## src/rtl/uart_tx.sv

```systemverilog
// uart_tx -- byte-wide UART transmitter with a four-phase Send/Sent handshake.
//
// Frame: one start bit (0), eight data bits LSB first, an optional odd parity
// bit, and one stop bit (1). Each bit lasts BAUD_DIV clk cycles. The serial
// line Sout idles high and comes straight from a flop, so it is glitch-free.
//
// Optional feature: define UART_TX_PARITY_EN to insert an odd-parity bit
// between the last data bit and the stop bit (11 bit times per frame).
// Without the macro the parity state and logic are absent (10 bit times).
//
// Handshake: a high Send in IDLE accepts the frame and latches Din. Once the
// stop bit completes, Sent rises and stays high until Send is seen low. This
// guarantees one frame per request even if Send is held high for a long time.

module uart_tx #(
   parameter int BAUD_DIV = 5208
) (
   input  logic       clk,
   input  logic       Reset,
   input  logic       Send,
   input  logic [7:0] Din,
   output logic       Sent,
   output logic       Busy,
   output logic       Sout
);

   // The baud timer is 14 bits wide so every legal divider (4..16383) fits.
   localparam int          BAUD_W    = 14;
   localparam logic [13:0] BAUD_LAST = BAUD_W'(BAUD_DIV - 1);

   typedef enum logic [2:0] {
      IDLE  = 3'd0,
      START = 3'd1,
      DATA  = 3'd2,
`ifdef UART_TX_PARITY_EN
      PAR   = 3'd3,
`endif
      STOP  = 3'd4,
      ACK   = 3'd5
   } state_e;

   state_e              state_q, state_d;
   logic [BAUD_W-1:0]   baud_q,  baud_d;
   logic [2:0]          bit_cnt_q, bit_cnt_d;
   logic [7:0]          shift_q, shift_d;
   logic                sout_q,  sout_d;
   logic                busy_q,  busy_d;
   logic                sent_q,  sent_d;
`ifdef UART_TX_PARITY_EN
   logic                parity_q, parity_d;
`endif

   logic                bit_end;

   // The current bit time ends on the last count of the baud timer.
   assign bit_end = (baud_q == BAUD_LAST);

   // Next-state and next-output logic for the frame sequencer.
   always_comb begin
      // NOTE: every signal gets a default before the case so that no path leaves it unassigned and a latch is inferred.
      state_d   = state_q;
      baud_d    = bit_end ? '0 : baud_q + BAUD_W'(1);
      bit_cnt_d = bit_cnt_q;
      shift_d   = shift_q;
      sout_d    = sout_q;
      busy_d    = busy_q;
      sent_d    = sent_q;
`ifdef UART_TX_PARITY_EN
      parity_d  = parity_q;
`endif

      case (state_q)
         IDLE: begin
            baud_d    = '0;
            bit_cnt_d = '0;
            sout_d    = 1'b1;
            busy_d    = 1'b0;
            sent_d    = 1'b0;
            if (Send) begin
               // Accept the frame: the byte is captured here and never again.
               shift_d  = Din;
`ifdef UART_TX_PARITY_EN
               // Odd parity: the bit makes the total count of ones odd.
               parity_d = ~^Din;
`endif
               state_d  = START;
               sout_d   = 1'b0;
               busy_d   = 1'b1;
            end
         end

         START: begin
            if (bit_end) begin
               state_d = DATA;
               sout_d  = shift_q[0];
            end
         end

         DATA: begin
            if (bit_end) begin
               if (bit_cnt_q == 3'd7) begin
`ifdef UART_TX_PARITY_EN
                  state_d = PAR;
                  sout_d  = parity_q;
`else
                  state_d = STOP;
                  sout_d  = 1'b1;
`endif
               end else begin
                  // Shift right so the next data bit sits in position 0.
                  shift_d   = {1'b0, shift_q[7:1]};
                  bit_cnt_d = bit_cnt_q + 3'd1;
                  sout_d    = shift_q[1];
               end
            end
         end

`ifdef UART_TX_PARITY_EN
         PAR: begin
            if (bit_end) begin
               state_d = STOP;
               sout_d  = 1'b1;
            end
         end
`endif

         STOP: begin
            if (bit_end) begin
               state_d = ACK;
               sout_d  = 1'b1;
               sent_d  = 1'b1;
            end
         end

         ACK: begin
            baud_d = '0;
            sout_d = 1'b1;
            busy_d = 1'b1;
            sent_d = 1'b1;
            // Stay here until the requester drops Send; one frame per request.
            if (!Send) begin
               state_d = IDLE;
               busy_d  = 1'b0;
               sent_d  = 1'b0;
            end
         end

         default: begin
            // Unused encodings fall back to a quiet idle line.
            state_d   = IDLE;
            baud_d    = '0;
            bit_cnt_d = '0;
            sout_d    = 1'b1;
            busy_d    = 1'b0;
            sent_d    = 1'b0;
         end
      endcase
   end

   // State and output registers with synchronous, active-high reset.
   always_ff @(posedge clk) begin
      // NOTE: non-blocking assignments so every flop samples the pre-edge values of its peers.
      if (Reset) begin
         state_q   <= IDLE;
         baud_q    <= '0;
         bit_cnt_q <= '0;
         shift_q   <= '0;
         sout_q    <= 1'b1;
         busy_q    <= 1'b0;
         sent_q    <= 1'b0;
`ifdef UART_TX_PARITY_EN
         parity_q  <= 1'b0;
`endif
      end else begin
         state_q   <= state_d;
         baud_q    <= baud_d;
         bit_cnt_q <= bit_cnt_d;
         shift_q   <= shift_d;
         sout_q    <= sout_d;
         busy_q    <= busy_d;
         sent_q    <= sent_d;
`ifdef UART_TX_PARITY_EN
         parity_q  <= parity_d;
`endif
      end
   end

   assign Sout = sout_q;
   assign Busy = busy_q;
   assign Sent = sent_q;

endmodule

```

## config.mk

```make
export PLATFORM = sky130hd
export DESIGN_NAME = uart_tx
export DESIGN_NICKNAME = d
export VERILOG_FILES = /design/src/rtl/uart_tx.sv
export SDC_FILE = /design/constraint.sdc
export NUM_CORES = 1
export LEC_CHECK = 0
export ABC_AREA = 1
export BUFFER_PORTS_ARGS = -buffer_cell sky130_fd_sc_hd__buf_2
export CORE_AREA = 2 2 65 52
export CTS_CLUSTER_SIZE = 40
export DETAILED_ROUTE_END_ITERATION = 12
export DIE_AREA = 0 0 67 54
export GPL_TIMING_DRIVEN = 0
export PLACE_DENSITY = 0.78
export SYNTH_ARGS = -nofsm -noshare
export SYNTH_HDL_FRONTEND = slang
export SYNTH_SLANG_ARGS = --single-unit
```

## constraint.sdc

```tcl
create_clock -name clk -period 1.95 [get_ports clk]
set_input_delay 0.39 -clock clk [delete_from_list [all_inputs] [get_ports clk]]
set_output_delay 0.39 -clock clk [all_outputs]
set_load 0.01 [all_outputs]
```

==> out/results.txt, run 1 <==
Yosys warnings: 0
Drt pass-1 iters: 4
Top post-synthesis cells by count: 65 x nand2_1, 31 x dfxtp_1, 27 x nor2_1
R2r worst-path depth: 8
Worst Tran Pin Value: 515 ps
Routability Congestion: 0.799
Period minus WS final: 1570 ps
Largest net degree at the start of global routing: 11
Fin. Hold Viols: 0
Final Instance Area: 0.00179 sq mm
CTS tree: built
Synth Instances: 228
Critical Path, Cell by Cell: ha_1 > ha_1 > nor2_1 > inv_1 > nand2_2 > nand2_2 > nand2_1 > a21oi_1
CP max FO: 8
Clock-pin slew on the worst setup and hold paths: 70 ps
Status: finished clean
Layout Skew: 5.81 ps
Ant diodes: 0
Worst path buffer plus inverter count: 1
H-Tree Depth: 2
Worst hold slack: 369 ps
Clock Latency Late Sink: 290 ps
Final Cycle Share: 80.4%
CTS sink count: 31
CP Class: flip-flop to flip-flop
Hold path start: Din[7]
Mapped Nets: 242
WHS Endpoint: shift_q[7]$_SDFFE_PP0P_
Layout cell share with drive strength beyond 1: 14.1%
Core area: 0.00306 sq mm
Post-DP HPWL: 2.36 mm
Slew Viols, Final: 0
Maximum VDD drop: 0.829 mV
# nets final: 261
Worst reg2reg startpoint: bit_cnt_q[0]$_SDFFE_PP0P_
Post-synth top area share: 39.3%
CP Launch Type: flip-flop
Synth area leader: dfxtp_1
Vias/cell: 5.06
Total gr overflow: 0
Mean routed wirelength per cell: 11.4 um
Min-Delay Path Class: primary input to flip-flop
Initial antenna violation count: 0
Count of different cell masters after synthesis: 27
Via Count: 1456
Unrepaired setup endpoints after global routing: no
Worst relative slew slack: 65.7%
Syn Area/Cell: 6.92 sq um
CP startpoint: bit_cnt_q[0]$_SDFFE_PP0P_
IO buf count: 12
Clk buf depth: 2
Critical path data arrival time: 1720 ps
Delay-heaviest family, CP: simple AND/OR/NAND/NOR gates
Starting density of the core: 51.5%
Drt drc: 0
Asr flop ratio synth: 0%
WL final: 3.27 mm
Slowest CP cell: dfxtp_1
IO Pins: 14
Root buffer cell: clkbuf_8
Filler cell count: 313
P_leak: 0.773 nW
Reg2reg end: shift_q[5]$_SDFFE_PP0P_
CP Data Required Time: 2100 ps
Max stage delay on crit path: 330 ps
Final setup vio count: 0
Fmax: 638 MHz
Register bit total from synthesis: 31
Routed Antenna Nets: 0
Post_cts resized: 0
Max-Cap Viols: 0
Die area: 0.00362 sq mm
Setup repair bufs after CTS: 0
First-pass GRT wire length: 5.66 mm
CTS Buf Count: 5
PnR Total Power: 2.15 mW
Cts hold-fix bufs: 0
Setup TNS: 0 ps
Die Y: 54 um
Row cnt: 18
Post-synth EDFFs: 0
Primary FF master, synth: dfxtp_1
Synth-to-Final Area Change: 13.6%
Iteration-0 DRC Markers: 84
DP Area: 0.00169 sq mm
Die X: 67 um
Mapped cell area: 0.00158 sq mm
GRT Total Usage: 21.6%
Count leader, synth: nand2_1
Hold depth: 3
Flop-to-flop setup slack: 380 ps
Synth area leaders: dfxtp_1 39%, nand2_1 15%, a21oi_1 6.7%
P per Cell Area: 1200 mW/mm^2
Seq/Total Area, Yosys: 39.3%
Critical Path End Type: flip-flop
Vias in the first global route: 1251
[tightest hold or removal path, stage by stage]
cell and delay, ps:
buf_2 90, nand3b_1 70, a21oi_1 60
[per-layer routing]
metal | global-route usage (%) | part of all wire (%)
met5 | 0 | 0
met3 | 6.28 | 4.0
met2 | 29.5 | 41
met1 | 29.8 | 52
met4 | 12.9 | 2.9
[through the flow]
stage                     instances  worst slack [ps]  util (%)
after floorplan                 228               606         -
after global placement          280               419      55.1
final                           288               382      58.5
after CTS                       288               380      58.5
after detailed placement        280               391      55.1
after global routing            288               232      58.5
[sequential cells by signal, indices dropped and copies added, names as in the netlist]
signal,count
bit_cnt_q,3
baud_q,14
shift_q,8
Sout,1
Busy,1
Sent,1
state_q,3
[cell type report]
class	instances	area [sq um]	area share, %
timing repair buffer	12	60.1	3.35
buffer	4	30.0	1.68
inverter	26	100	5.59
clock inverter	1	7.51	0.419
multi-input combinational	167	827	46.2
tap	40	50.0	2.79
sequential	31	621	34.6
clock buffer	7	96.3	5.38
[placed cells by master, fill, tap and decap left out]
master,instances
a21oi_1,21
a31oi_1,1
buf_1,1
buf_2,12
buf_6,2
clkbuf_1,1
clkbuf_8,7
clkinvlp_4,1
dfxtp_1,31
ha_1,3
inv_1,24
inv_2,1
inv_4,1
nand2_1,65
nand2_2,4
nand2_4,1
nand3_1,21
nand3_2,1
nand3_4,2
nand3b_1,4
nand4_1,1
nor2_1,27
nor2_2,2
nor3_1,3
nor3b_1,1
nor4_1,1
o21ai_0,2
or2_2,1
xnor2_1,1
xor2_1,5
[power by group]
group	internal, mW	total (mW)	switching (mW)
clock network	0.321	0.563	0.242
registers	0.735	0.808	0.0737
logic	0.274	0.778	0.504
[worst max-delay path by stage]
stage / to / cells after the start
after global placement: shift_q[7]$_SDFFE_PP0P_ / 8
after CTS: shift_q[3]$_SDFFE_PP0P_ / 8
after detailed placement: shift_q[3]$_SDFFE_PP0P_ / 8
after global routing: baud_q[10]$_SDFF_PP0_ / 8
after floorplan: shift_q[3]$_SDFFE_PP0P_ / 8
final: shift_q[5]$_SDFFE_PP0P_ / 8
[logic make-up (layout without fill, tap and decap cells)]
| kind of cell | count (synthesis) | count (layout) | synth area share [%] |
|---|---|---|---|
| and+or+nand+nor | 134 | 134 | 39.0 |
| adders and majority gates | 3 | 3 | 2.38 |
| buffers and inverters | 30 | 50 | 8.25 |
| xor gates and xnor gates | 6 | 6 | 3.33 |
| DFF | 31 | 31 | 39.3 |
| AOI/OAI and AO/OA | 24 | 24 | 7.69 |
Power figures use the tool's default switching activity.
==> inputs of run 2 (changes only) <==
==> constraint.sdc (replaced) <==
create_clock -name clk -period 1.5 [get_ports clk]
set_input_delay 0.3 -clock clk [delete_from_list [all_inputs] [get_ports clk]]
set_output_delay 0.3 -clock clk [all_outputs]
set_load 0.01 [all_outputs]
==> run 2 against run 1 <==
Via count grew 0.76%. First-iteration DRC count rose by 21%. Clock skew rose by 1.8 ps. Setup slack worse by 290 ps.
==> out/results.txt, run 2 (synthesis gave the netlist of run 1 again) <==
Status: finished clean
Largest registers: baud_q (14), shift_q (8)
IO buf count: 12 (unchanged)
First-pass GRT wire length: 5.67 mm (+0.23%)
Routed Antenna Nets: 0 (unchanged)
Fin. Hold Viols: 0 (unchanged)
GRT Total Usage: 21.7% (+0.045 points)
Most flop-heavy register: baud_q
Critical Path End Type: flip-flop
Clock Latency Late Sink: 290 ps (about the same)
Drt pass-1 iters: 4 (unchanged)
Max reg flops: 14 (unchanged)
CTS Buf Count: 5 (unchanged)
Synth-to-Final Area Change: 17.4%
Iteration-0 DRC Markers: 102 (+21%)
Fmax: 712 MHz (+12%)
Total gr overflow: 0 (unchanged)
Clock-pin slew on the worst setup and hold paths: 70 ps (about the same)
P per Cell Area: 1540 mW/mm^2 (+28%)
Die area: 0.00362 sq mm (unchanged)
Maximum VDD drop: 1.09 mV (+31%)
Starting density of the core: 51.5% (unchanged)
WL final: 3.37 mm (+3.0%)
Drt drc: 0 (unchanged)
Slew Viols, Final: 0 (unchanged)
Final setup vio count: 0 (unchanged)
Critical path data arrival time: 1560 ps (-160 ps)
Met2 Use GR: 29.7% (+0.17 points)
Via Count: 1467 (+0.76%)
Met3 Usage GRT: 6.49% (+0.21 points)
Die Y: 54 um (unchanged)
Met1 Usage GRT: 29.7% (-0.13 points)
CP Launch Type: flip-flop
Initial antenna violation count: 0 (unchanged)
Final Cycle Share: 93.6% (+13 points)
CP Data Required Time: 1650 ps (-450 ps)
Vias in the first global route: 1254 (+0.24%)
Worst Tran Pin Value: 532 ps (+16.4 ps)
Worst relative slew slack: 64.6% (-1.1 points)
Vias/cell: 5.06 (about the same)
Ant diodes: 0 (unchanged)
Layout Skew: 7.64 ps (+1.83 ps)
Max-Cap Viols: 0 (unchanged)
Cell Count, Final, Fillers Out: 290 (+0.69%)
Commonest cells after routing, fill and taps aside: 64 x nand2_1, 28 x dfxtp_1, 22 x inv_1, 22 x nor2_1
Core area: 0.00306 sq mm (unchanged)
PnR Total Power: 2.85 mW (+32%)
Grt peak-use layer: met1
CTS tree: built
Clk buf depth: 2 (unchanged)
Filler cell count: 294 (-6.1%)
H-Tree Depth: 2 (unchanged)
DP Area: 0.00169 sq mm (unchanged)
Cts hold-fix bufs: 0 (unchanged)
Post-DP HPWL: 2.36 mm (unchanged)
Mean routed wirelength per cell: 11.6 um (+2.3%)
Placed insts: 280 (unchanged)
CP Class: flip-flop to flip-flop
P_leak: 0.795 nW (+2.7%)
Min-Delay Path Class: primary input to flip-flop
Routability Congestion: 0.799 (unchanged)
Unrepaired setup endpoints after global routing: yes
Row cnt: 18 (unchanged)
CTS sink count: 31 (unchanged)
Layout cell share with drive strength beyond 1: 19.6% (+5.5 points)
Root buffer cell: clkbuf_8
Period minus WS final: 1400 ps (-164 ps)
# nets final: 263 (+0.77%)
IO Pins: 14 (unchanged)
Largest net degree at the start of global routing: 11 (unchanged)
Die X: 67 um (unchanged)
Final Instance Area: 0.00185 sq mm (+3.4%)
Most common cell after layout, fill and taps aside: nand2_1
CP max FO: 8 (unchanged)
==> run 2: area by class of cell <==
class | instances | area (sq um) | area share (%)
buffer | 4 | 30.0 | 1.62
clock buffer | 7 | 96.3 | 5.20
clock inverter | 1 | 7.51 | 0.405
inverter | 26 | 100 | 5.41
multi-input combinational | 168 | 876 | 47.3
sequential | 31 | 624 | 33.7
tap | 40 | 50.0 | 2.70
timing repair buffer | 13 | 67.6 | 3.65
==> run 2: path summary, 6_finish.rpt <==
kind                            slack (ps)  cells after the start                 endpoint                     from
worst max-delay path                   100                      6  shift_q[3]$_SDFFE_PP0P_  state_q[1]$_SDFFE_PP0P_
worst min-delay path                   280                      3  shift_q[7]$_SDFFE_PP0P_                   Din[7]
worst max register to register         100                      6  shift_q[3]$_SDFFE_PP0P_  state_q[1]$_SDFFE_PP0P_
worst min register to register         420                      1     baud_q[0]$_SDFF_PP0_     baud_q[0]$_SDFF_PP0_
==> run 2: routing by layer <==
| layer | part of all wire, % | wire length (um) |
|---|---|---|
| met1 | 53 | 1780 |
| met5 | 0 | 0 |
| met2 | 41 | 1390 |
| met3 | 3.6 | 120 |
| met4 | 2.5 | 83 |
==> run 2: metrics by stage <==
step                setup TNS, ps  utilization (%)  setup slack, ps  hold slack, ps
global route                -18.2             60.5            -8.68             276
global placement             -175             55.1            -31.1             434
detailed placement           -387             55.1            -58.8             444
CTS                             0             58.9             10.1             266
floorplan                       0                -              156             418
finish                          0             60.5             95.9             276
==> run 2: what timing repair did <==
action / 4_1_cts / 5_1_grt
buffers inserted: 0 / 1
resized for setup: 3 / 14
gates cloned: 0 / 1
pin swaps: 0 / 5
setup endpoints to repair: 8 / 16
==> run 2: worst max-delay path, cell delays in order (launching register included) <==
cell and delay (ps):
dfxtp_1 380, nor2_2 230, nand3_1 240, nand2_4 190
nand2_4 100, nand2_1 60, a21oi_1 60
==> run 2: report_power, final <==
group | internal, mW | switching [mW]
Clock | 0.417 | 0.318
Sequential | 0.958 | 0.0967
Combinational | 0.373 | 0.683
